`src/rtl/ram_dump_reader_pkg.sv`:
```
// Shared definitions for the RAM dump reader: default geometry, FSM state
// encoding and word/byte helpers used by the top and the word serializer.
package ram_dump_reader_pkg;

    localparam int NB_DATA_DEF    = 16;
    localparam int NB_ADDR_DEF    = 10;
    localparam int NB_BYTE_DEF    = 8;
    localparam int BYTES_PER_WORD = NB_DATA_DEF / NB_BYTE_DEF;

    typedef enum logic [1:0] {
        ST_IDLE = 2'd0,
        ST_LOAD = 2'd1,
        ST_SEND = 2'd2,
        ST_DONE = 2'd3
    } state_e;

    function automatic int bytes_per_word(input int nb_data, input int nb_byte);
        return nb_data / nb_byte;
    endfunction

    function automatic bit width_is_multiple(input int nb_data, input int nb_byte);
        return (nb_data % nb_byte) == 0;
    endfunction

endpackage

```
`src/rtl/ram_dump_reader_word_serializer.sv`:
```
// Holds one RAM word and hands it out MSB-first, one byte per valid/ready
// handshake; flags the handshake that consumes the final byte of the word.
module ram_dump_reader_word_serializer
    import ram_dump_reader_pkg::*;
#(
    parameter int NB_DATA = NB_DATA_DEF,
    parameter int NB_BYTE = NB_BYTE_DEF
) (
    input  logic               i_clock,
    input  logic               i_reset_n,
    input  logic               i_load,
    input  logic [NB_DATA-1:0] i_load_data,
    input  logic               i_tx_ready,
    output logic [NB_BYTE-1:0] o_tx_data,
    output logic               o_tx_valid,
    output logic               o_last_byte,
    output logic               o_word_done
);

    localparam int BPW   = bytes_per_word(NB_DATA, NB_BYTE);
    localparam int IDX_W = (BPW > 1) ? $clog2(BPW) : 1;

    logic [NB_DATA-1:0] shift_q;
    logic [IDX_W-1:0]   idx_q;
    logic               valid_q;
    logic               last_s;
    logic               handshake_s;

    assign last_s      = (idx_q == IDX_W'(BPW - 1));
    assign handshake_s = valid_q & i_tx_ready;

    // Load a fresh word, or advance one byte per accepted handshake.
    always_ff @(posedge i_clock or negedge i_reset_n) begin
        if (!i_reset_n) begin
            shift_q <= {NB_DATA{1'b0}};
            idx_q   <= {IDX_W{1'b0}};
            valid_q <= 1'b0;
        end else if (i_load) begin
            shift_q <= i_load_data;
            idx_q   <= {IDX_W{1'b0}};
            valid_q <= 1'b1;
        end else if (handshake_s) begin
            if (last_s) begin
                valid_q <= 1'b0;
            end else begin
                shift_q <= shift_q << NB_BYTE;
                idx_q   <= idx_q + IDX_W'(1);
            end
        end else begin
            shift_q <= shift_q;
            idx_q   <= idx_q;
            valid_q <= valid_q;
        end
    end

    assign o_tx_data   = shift_q[NB_DATA-1 -: NB_BYTE];
    assign o_tx_valid  = valid_q;
    assign o_last_byte = last_s;
    assign o_word_done = handshake_s & last_s;

endmodule

```
`src/rtl/ram_dump_reader.sv`:
```
// Walks a RAM address window on a start command and streams each word out
// as bytes, MSB first, over a valid/ready interface to the UART transmitter.
module ram_dump_reader
    import ram_dump_reader_pkg::*;
#(
    parameter int NB_DATA = NB_DATA_DEF,
    parameter int NB_ADDR = NB_ADDR_DEF,
    parameter int NB_BYTE = NB_BYTE_DEF
) (
    input  logic               i_clock,
    input  logic               i_reset_n,
    input  logic               i_start,
    input  logic [NB_ADDR-1:0] i_base_address,
    input  logic [NB_ADDR:0]   i_length,
    output logic               o_read_enable,
    output logic [NB_ADDR-1:0] o_read_address,
    input  logic [NB_DATA-1:0] i_read_data,
    output logic [NB_BYTE-1:0] o_tx_data,
    output logic               o_tx_valid,
    input  logic               i_tx_ready,
    output logic               o_busy,
    output logic               o_done
);

    localparam int LEN_W = NB_ADDR + 1;

    if (!width_is_multiple(NB_DATA, NB_BYTE)) begin : g_bad_width
        $error("ram_dump_reader: NB_DATA must be a multiple of NB_BYTE");
    end

    state_e             state_q;
    logic [NB_ADDR-1:0] addr_q;
    logic [LEN_W-1:0]   len_q;
    logic [LEN_W-1:0]   cnt_q;
    logic               rd_en_q;
    logic               busy_q;
    logic               done_q;

    logic               word_done_s;
    logic               last_byte_s;
    logic               more_words_s;

    // Counter never exceeds len-1, so cnt+1 always fits in LEN_W bits.
    assign more_words_s = ((cnt_q + LEN_W'(1)) < len_q);

    // Dump sequencing: window latch, address/word counting, status outputs.
    always_ff @(posedge i_clock or negedge i_reset_n) begin
        if (!i_reset_n) begin
            state_q <= ST_IDLE;
            addr_q  <= {NB_ADDR{1'b0}};
            len_q   <= {LEN_W{1'b0}};
            cnt_q   <= {LEN_W{1'b0}};
            rd_en_q <= 1'b0;
            busy_q  <= 1'b0;
            done_q  <= 1'b0;
        end else begin
            case (state_q)
                ST_IDLE: begin
                    done_q <= 1'b0;
                    if (i_start && (i_length != {LEN_W{1'b0}})) begin
                        addr_q  <= i_base_address;
                        len_q   <= i_length;
                        cnt_q   <= {LEN_W{1'b0}};
                        rd_en_q <= 1'b1;
                        busy_q  <= 1'b1;
                        state_q <= ST_LOAD;
                    end else if (i_start) begin
                        busy_q  <= 1'b1;
                        done_q  <= 1'b1;
                        state_q <= ST_DONE;
                    end else begin
                        state_q <= ST_IDLE;
                    end
                end
                ST_LOAD: begin
                    rd_en_q <= 1'b0;
                    state_q <= ST_SEND;
                end
                ST_SEND: begin
                    if (word_done_s && more_words_s) begin
                        addr_q  <= addr_q + NB_ADDR'(1);
                        cnt_q   <= cnt_q + LEN_W'(1);
                        rd_en_q <= 1'b1;
                        state_q <= ST_LOAD;
                    end else if (word_done_s) begin
                        done_q  <= 1'b1;
                        state_q <= ST_DONE;
                    end else begin
                        state_q <= ST_SEND;
                    end
                end
                ST_DONE: begin
                    done_q  <= 1'b0;
                    busy_q  <= 1'b0;
                    state_q <= ST_IDLE;
                end
                default: begin
                    rd_en_q <= 1'b0;
                    busy_q  <= 1'b0;
                    done_q  <= 1'b0;
                    state_q <= ST_IDLE;
                end
            endcase
        end
    end

    // rd_en_q is high exactly during LOAD, so it doubles as the capture strobe.
    ram_dump_reader_word_serializer #(
        .NB_DATA (NB_DATA),
        .NB_BYTE (NB_BYTE)
    ) u_word_serializer (
        .i_clock     (i_clock),
        .i_reset_n   (i_reset_n),
        .i_load      (rd_en_q),
        .i_load_data (i_read_data),
        .i_tx_ready  (i_tx_ready),
        .o_tx_data   (o_tx_data),
        .o_tx_valid  (o_tx_valid),
        .o_last_byte (last_byte_s),
        .o_word_done (word_done_s)
    );

    assign o_read_enable  = rd_en_q;
    assign o_read_address = addr_q;
    assign o_busy         = busy_q;
    assign o_done         = done_q;

endmodule

```
`config.mk`:
```
export PLATFORM = sky130hd
export DESIGN_NAME = ram_dump_reader
export DESIGN_NICKNAME = d
export VERILOG_FILES = /design/src/rtl/ram_dump_reader_pkg.sv /design/src/rtl/ram_dump_reader_word_serializer.sv /design/src/rtl/ram_dump_reader.sv
export SDC_FILE = /design/constraint.sdc
export NUM_CORES = 1
export LEC_CHECK = 0
export ABC_AREA = 1
export CAP_MARGIN = 25
export CORE_MARGIN = 1.5
export CORE_UTILIZATION = 45
export CTS_BUF_LIST = sky130_fd_sc_hd__clkbuf_4 sky130_fd_sc_hd__clkbuf_8
export CTS_CLUSTER_SIZE = 12
export DETAILED_ROUTE_END_ITERATION = 10
export GPL_ROUTABILITY_DRIVEN = 0
export PLACE_DENSITY = 0.74
export REMOVE_ABC_BUFFERS = 1
export SYNTH_ARGS = -nofsm -noshare
export SYNTH_HDL_FRONTEND = slang
export SYNTH_SLANG_ARGS = --single-unit
```
`constraint.sdc`:
```
create_clock -name i_clock -period 6.9 [get_ports i_clock]
set_clock_uncertainty 0.2 [all_clocks]
set_input_delay 1.035 -clock i_clock [delete_from_list [all_inputs] [get_ports i_clock]]
set_output_delay 1.035 -clock i_clock [all_outputs]
set_load 0.01 [all_outputs]
```
==> results of run 1 <==
per-stage QoR:
stage / instance area [µm²] / hold slack, ps / setup slack, ps / total power [mW] / util (%)
detailed placement: 3780 / 268 / 3750 / 1.19 / 55.6
finish: 3880 / 283 / 3750 / 1.38 / 57.1
global placement: 3780 / 259 / 3810 / 1.17 / 55.6
CTS: 3880 / 288 / 3740 / 1.39 / 57.1
global route: 3880 / 322 / 3430 / 1.50 / 57.1
floorplan: 3030 / 242 / 4060 / 0.923 / -
logic make-up after synthesis:
logic type                 Yosys count
DFF                                 55
and+or+nand+nor                    218
AOI/OAI and AO/OA                   40
buffers and inverters               82
xor gates and xnor gates             7
adders and majority gates           13
routing by layer:
metal  GRT usage, %  share of wire, %  vias up  routed length, µm
met5              0                 0        -                  0
met4           3.96              0.82        0                 55
met3           4.86               4.8        6                320
met2           33.0                49       65               3320
met1           25.4                45     1309               3020
li1               -                 -     1403                  -
worst min path at each step:
stage	end	slack, ps	cells past startpoint
floorplan	len_q[1]	240	2
global placement	len_q[1]	260	2
detailed placement	len_q[1]	270	2
CTS	len_q[1]	290	2
global route	len_q[5]	320	2
finish	len_q[1]	280	2
cells in the mapped netlist, types with 5 or more instances:
cell and instances:
o21ai_0 19, xor2_1 5, buf_2 8, nor2_1 19
inv_1 61, buf_4 10, nand2_1 138, nand3_1 45
a21oi_1 5, ha_1 13, dfrtp_1 55
state kept, by name, indices dropped and copies added (netlist names):
signal and count:
len_q 11, u_word_serializer.shift_q 16, o_read_address 10, u_word_serializer.o_tx_valid 1, state_q 2, cnt_q 11
o_busy 1, o_read_enable 1, u_word_serializer.o_last_byte 1, o_done 1
area by class of cell:
type	count	share of cell area (%)
flip-flops and latches	55	35.4
inverters	62	5.99
clock buffers	8	2.67
repair buffers	64	16.2
well taps	96	3.09
multi-input cells	278	36.5
cell usage in the layout, fill, tap and decap left out, drive strengths merged, types with 5 or more instances in the layout:
cell,n
clkdlybuf4s50,61
ha,13
xor2,5
clkbuf,8
nand3,45
o21ai,19
a21oi,5
dfrtp,55
inv,62
nor2,23
nand2,138
power breakdown:
group	switching, mW	leakage [nW]	internal (mW)	total (mW)
Sequential	0.111	0.692	0.448	0.559
Combinational	0.342	1.28	0.282	0.624
Clock	0.100	0.0549	0.0957	0.196
critical path: stages, from the launching register on:
cell,delay (ps)
dfrtp_1,450
nand3_1,160
nor3_1,320
nand2_1,120
xor2_1,160
inv_1,80
ha_1,270
nand2_1,60
inv_1,40
nand2_1,90
inv_1,50
nand2_1,120
nand4_4,340
nand2_1,450
nand2_1,100
nand2_1,70
==> flow_metrics.py, run 1 <==
metrics = {
    "floorplanning": {
        "fp-row-count": 30,
        "die_width_um": 86.7,
        "io_pins": 63,
        "die_area_um2": 7520,
        "start_util_pct": 46.4,
        "fp.coreArea_um2": 6790,
        "die_h_um": 86.7,
    },
    "sta": {
        "hold_viol": 0,
        "slew_headroom_pct": 53.5,
        "max_clock_freq_mhz": 317,
        "totalNegativeSetupSlack_ps": 0,
        "min_period_ps": 3150,
        "rsz0062_at_grt": "no",
        "drv_slew": 0,
        "period_share_pct": 45.7,
        "tightest_slew_ps": 697,
        "setup_violations": 0,
    },
    "final_layout": {
        "multiInputGateArea_um2": 1420,
        "fin_cells": 563,
        "area_delta_synth_final_pct": 23.2,
        "diodes": 0,
        "drive_gt1_share_pct": 4.28,
        "fill_cells": 649,
        "nets": 520,
        "regArea_um2": 1380,
    },
    "synthesis": {
        "synth_area_um2": 3150,
        "synth_compound_area_share_pct": 7.98,
        "synthAdderAreaFrac_pct": 5.16,
        "synth_top_cell_area_share_pct": 43.7,
        "yosys-top-cells-area": "dfrtp_1, nand2_1, inv_1",
        "synthMuxAreaShare_pct": 0,
        "async_flop_share_pct": 100,
        "postSynthAreaPerCell_um2": 7.59,
        "synth_edf_count": 0,
        "synth-xor-area-share_pct": 1.95,
        "synth_top_cell_by_area": "dfrtp_1",
        "yosys_warnings": 0,
        "yosys_register_bits": 55,
        "seq_area_frac_synth_pct": 43.7,
        "ys.flop_type": "dfrtp_1",
        "synthCells": 415,
        "synth_top_family_by_area": "simple AND/OR/NAND/NOR gates",
        "synthSimpleGateAreaFrac_pct": 29.9,
        "ys_types": 30,
    },
    "route": {
        "ant_nets": 0,
        "routed_wirelength_mm": 6.72,
        "dr.pass1.iters": 4,
        "first_iter_violations": 145,
        "wl_per_cell_um": 11.9,
        "avgViaCountPerCell": 4.94,
        "drc_errors": 0,
        "num_vias": 2783,
    },
    "global_route": {
        "grt_max_degree": 56,
        "antenna_found_initial": 0,
        "overflow": 0,
        "grt_use_total_pct": 19.5,
        "first_global_vias": 2623,
        "grt_pass1_wl_mm": 11.6,
    },
    "pwr": {
        "vdd_drop_max_v": 0.000199,
        "leakagePower_nw": 2.03,
        "p_per_area_nw_per_um2": 355,
    },
    "flow_run": {
        "maxCapViolCount": 0,
    },
    "setup_path": {
        "setup.worst_path.start_class": "register",
        "worstPathRequired_ps": 6950,
        "arrival_ps": 3200,
        "crit_path_end": "o_read_address[1]",
        "worstSetupPathType": "register to register",
        "crit_path_end_kind": "register",
        "r2r-end": "o_read_address[1]",
        "critPathMaxFanout": 25,
        "crit_start": "cnt_q[0]",
        "worstRegToRegCells": 15,
        "r2r-start": "cnt_q[0]",
        "r2r_setup_slack_ps": 3750,
    },
    "cts": {
        "cts_max_level": 2,
        "hold_buffers": 0,
        "post_cts_resized": 0,
        "cts_sinks": 55,
        "clk_latency_ps": 310,
        "clock_path_buffers": 2,
        "clk_pin_slew_ps": 100,
        "cts_tree": "yes",
        "cts_buffers": 5,
        "post_cts_buffers": 0,
        "cts_root_buf": "clkbuf_8",
    },
    "placed_design": {
        "dp_hpwl_mm": 4.99,
        "dpl.cell_count": 555,
        "io_buffers": 62,
    },
    "hold_path": {
        "min_from": "len_q[1]",
        "hold_path_class": "register to register",
    },
    "outcome": {
        "run_status": "finished clean",
    },
}
No activity file was read; power rests on OpenSTA's default activity.
==> run 2: changes to the inputs <==
--- a/config.mk
+++ b/config.mk
@@ -13,7 +13,7 @@
 export CTS_CLUSTER_SIZE = 12
 export DETAILED_ROUTE_END_ITERATION = 10
 export GPL_ROUTABILITY_DRIVEN = 0
-export PLACE_DENSITY = 0.74
+export PLACE_DENSITY = 0.77
 export REMOVE_ABC_BUFFERS = 1
 export SYNTH_ARGS = -nofsm -noshare
 export SYNTH_HDL_FRONTEND = slang
==> constraint.sdc (replaced) <==
create_clock -name i_clock -period 2.54 [get_ports i_clock]
set_clock_uncertainty 0.2 [all_clocks]
set_input_delay 0.381 -clock i_clock [delete_from_list [all_inputs] [get_ports i_clock]]
set_output_delay 0.381 -clock i_clock [all_outputs]
set_load 0.01 [all_outputs]
==> run 2 against run 1 <==
The flow now finishes with violations (setup timing). Via count is 1.7% higher. Core utilization rose by 5.0 points. Die area unchanged. Global-route usage rose by 1.6 points. Worst hold slack improved by 7.8 ps. Clock-buffer cell count is 2 lower. Fmax is 21% higher. Clock power rose to 3.5 times the previous value. Combinational power rose to 3.0 times the previous value.
==> flow_metrics.py, run 2 (same netlist as run 1, synthesis figures left out) <==
metrics = {
    "sta": {
        "period_share_pct": 102,
        "tightest_slew_ps": 655,
        "hold_viol": 0,
        "layout_setup_ws_ps": -52.8,
        "max_clock_freq_mhz": 386,
        "drv_slew": 0,
        "setup_violations": 20,
        "min_period_ps": 2590,
        "rsz0062_at_grt": "yes",
        "slew_headroom_pct": 56.3,
    },
    "placed_design": {
        "io_buffers": 62,
        "dpl.cell_count": 568,
        "place_ws_ps": -110,
        "dp_hpwl_mm": 5.36,
    },
    "outcome": {
        "run_status": "finished, violations left",
        "violations": "setup timing",
    },
    "global_route": {
        "first_global_vias": 2805,
        "grt_use_total_pct": 21.0,
        "grt_pass1_wl_mm": 12.6,
        "antenna_found_initial": 0,
        "grt_max_degree": 29,
        "overflow": 0,
    },
    "route": {
        "wl_per_cell_um": 12.7,
        "avgViaCountPerCell": 4.83,
        "routed_wirelength_mm": 7.43,
        "dr.pass1.iters": 4,
        "first_iter_violations": 150,
        "num_vias": 2829,
        "ant_nets": 0,
        "drc_errors": 0,
    },
    "floorplanning": {
        "die_width_um": 86.7,
        "die_area_um2": 7520,
        "fp.coreArea_um2": 6790,
        "die_h_um": 86.7,
        "start_util_pct": 46.4,
        "fp-row-count": 30,
        "io_pins": 63,
    },
    "hold_path": {
        "hold_path_end": "len_q[1]",
        "min_from": "len_q[1]",
        "hold_depth": 2,
        "hold_path_class": "register to register",
    },
    "cts": {
        "cts_tree": "yes",
        "cts_sinks": 55,
        "clk_pin_slew_ps": 100,
        "cts_max_level": 2,
        "cts_buffers": 5,
        "cts_root_buf": "clkbuf_8",
        "clk_latency_ps": 310,
        "clock_path_buffers": 2,
    },
    "final_layout": {
        "regMostFlops": "u_word_serializer.shift_q",
        "nets": 543,
        "largest_reg_flops": 16,
        "reg_top3": "u_word_serializer.shift_q x16, cnt_q x11, len_q x11",
        "final_core_util_pct": 62.2,
        "drive_gt1_share_pct": 13.1,
        "diodes": 0,
        "fin_cells": 586,
        "final_common_cell": "nand2_1",
        "mostFrequentLayoutCells": "nand2_1, clkdlybuf4s50_1, inv_1",
        "area_delta_synth_final_pct": 34.0,
    },
    "pwr": {
        "vdd_drop_max_v": 0.000623,
        "p_per_area_nw_per_um2": 967,
        "leakagePower_nw": 2.18,
    },
    "setup_path": {
        "r2r-start": "cnt_q[1]",
        "setup.worst_path.start_class": "register",
        "worstSetupPathType": "register to register",
        "worstPathRequired_ps": 2550,
        "crit_path_end_kind": "register",
        "critPathMaxFanout": 6,
        "arrival_ps": 2600,
        "r2r_setup_slack_ps": -50,
        "r2r-end": "cnt_q[7]",
        "worstRegToRegCells": 16,
    },
    "flow_run": {
        "maxCapViolCount": 0,
    },
}
-- run 2: per-stage QoR --
stage / setup TNS (ps) / power (mW) / area (µm²) / hold slack, ps
CTS: -11.8 / 4.06 / 4110 / 286
global placement: -178 / 3.25 / 3890 / 236
floorplan: -241 / 2.51 / 3030 / -115
global route: -4730 / 4.42 / 4220 / 316
finish: -656 / 4.08 / 4220 / 290
detailed placement: -1990 / 3.31 / 3890 / 245
-- run 2: repair_timing --
item	CTS	global route
pin swaps	10	14
gates cloned	2	1
setup endpoints to repair	23	24
hold endpoints to repair	27	0
gates resized for setup	15	19
hold buffers	1	0
buffers inserted	3	3
-- run 2: cell type report --
| type | count | area [µm²] |
|---|---|---|
| sequential | 55 | 1380 |
| clock buffer | 6 | 76.3 |
| timing repair inverter | 1 | 8.76 |
| clock inverter | 2 | 60.1 |
| fill | 602 | 2570 |
| timing repair buffer | 86 | 817 |
| multi-input combinational | 278 | 1520 |
| inverter | 62 | 240 |
| tap | 96 | 120 |
-- run 2: metal layers --
| metal | vias to the layer above | global-route usage, % | wire (µm) |
|---|---|---|---|
| met5 | - | 0 | 0 |
| met4 | 0 | 5.13 | 85 |
| met3 | 8 | 4.57 | 364 |
| met2 | 79 | 36.6 | 3740 |
| met1 | 1296 | 26.7 | 3250 |
| li1 | 1446 | - | - |
-- run 2: worst max-delay path by stage --
| stage | start | end | cells after the start |
|---|---|---|---|
| final | cnt_q[1] | cnt_q[7] | 16 |
| after global routing | cnt_q[1] | cnt_q[7] | 16 |
| after CTS | cnt_q[0] | cnt_q[6] | 16 |
| after detailed placement | cnt_q[0] | o_read_address[0] | 15 |
| after global placement | cnt_q[0] | cnt_q[10] | 16 |
| after floorplan | cnt_q[0] | o_read_address[0] | 15 |
-- run 2: report_power, final --
group | internal [mW] | switching, mW
registers | 1.22 | 0.288
clock network | 0.405 | 0.285
logic | 0.854 | 1.03
total | 2.48 | 1.61
-- run 2: worst max-delay path: stages (launching register included) --
cell	delay (ps)
dfrtp_2	450
nand3_4	120
nor3_4	220
nand2_1	100
xor2_1	160
inv_1	80
ha_1	270
nand2_1	50
inv_2	50
nand2_2	50
nor2_1	100
nand2_1	120
nand4_4	180
buf_8	170
inv_6	50
nand2_1	70
nand2_1	50
==> run 3: changes to the inputs <==
--- a/config.mk
+++ b/config.mk
@@ -6,7 +6,7 @@
 export NUM_CORES = 1
 export LEC_CHECK = 0
 export ABC_AREA = 1
-export CAP_MARGIN = 25
+export CAP_MARGIN = 20
 export CORE_MARGIN = 1.5
 export CORE_UTILIZATION = 45
 export CTS_BUF_LIST = sky130_fd_sc_hd__clkbuf_4 sky130_fd_sc_hd__clkbuf_8
==> results of run 3 <==
The final DEF is identical to that of run 2; final timing and power are the same.
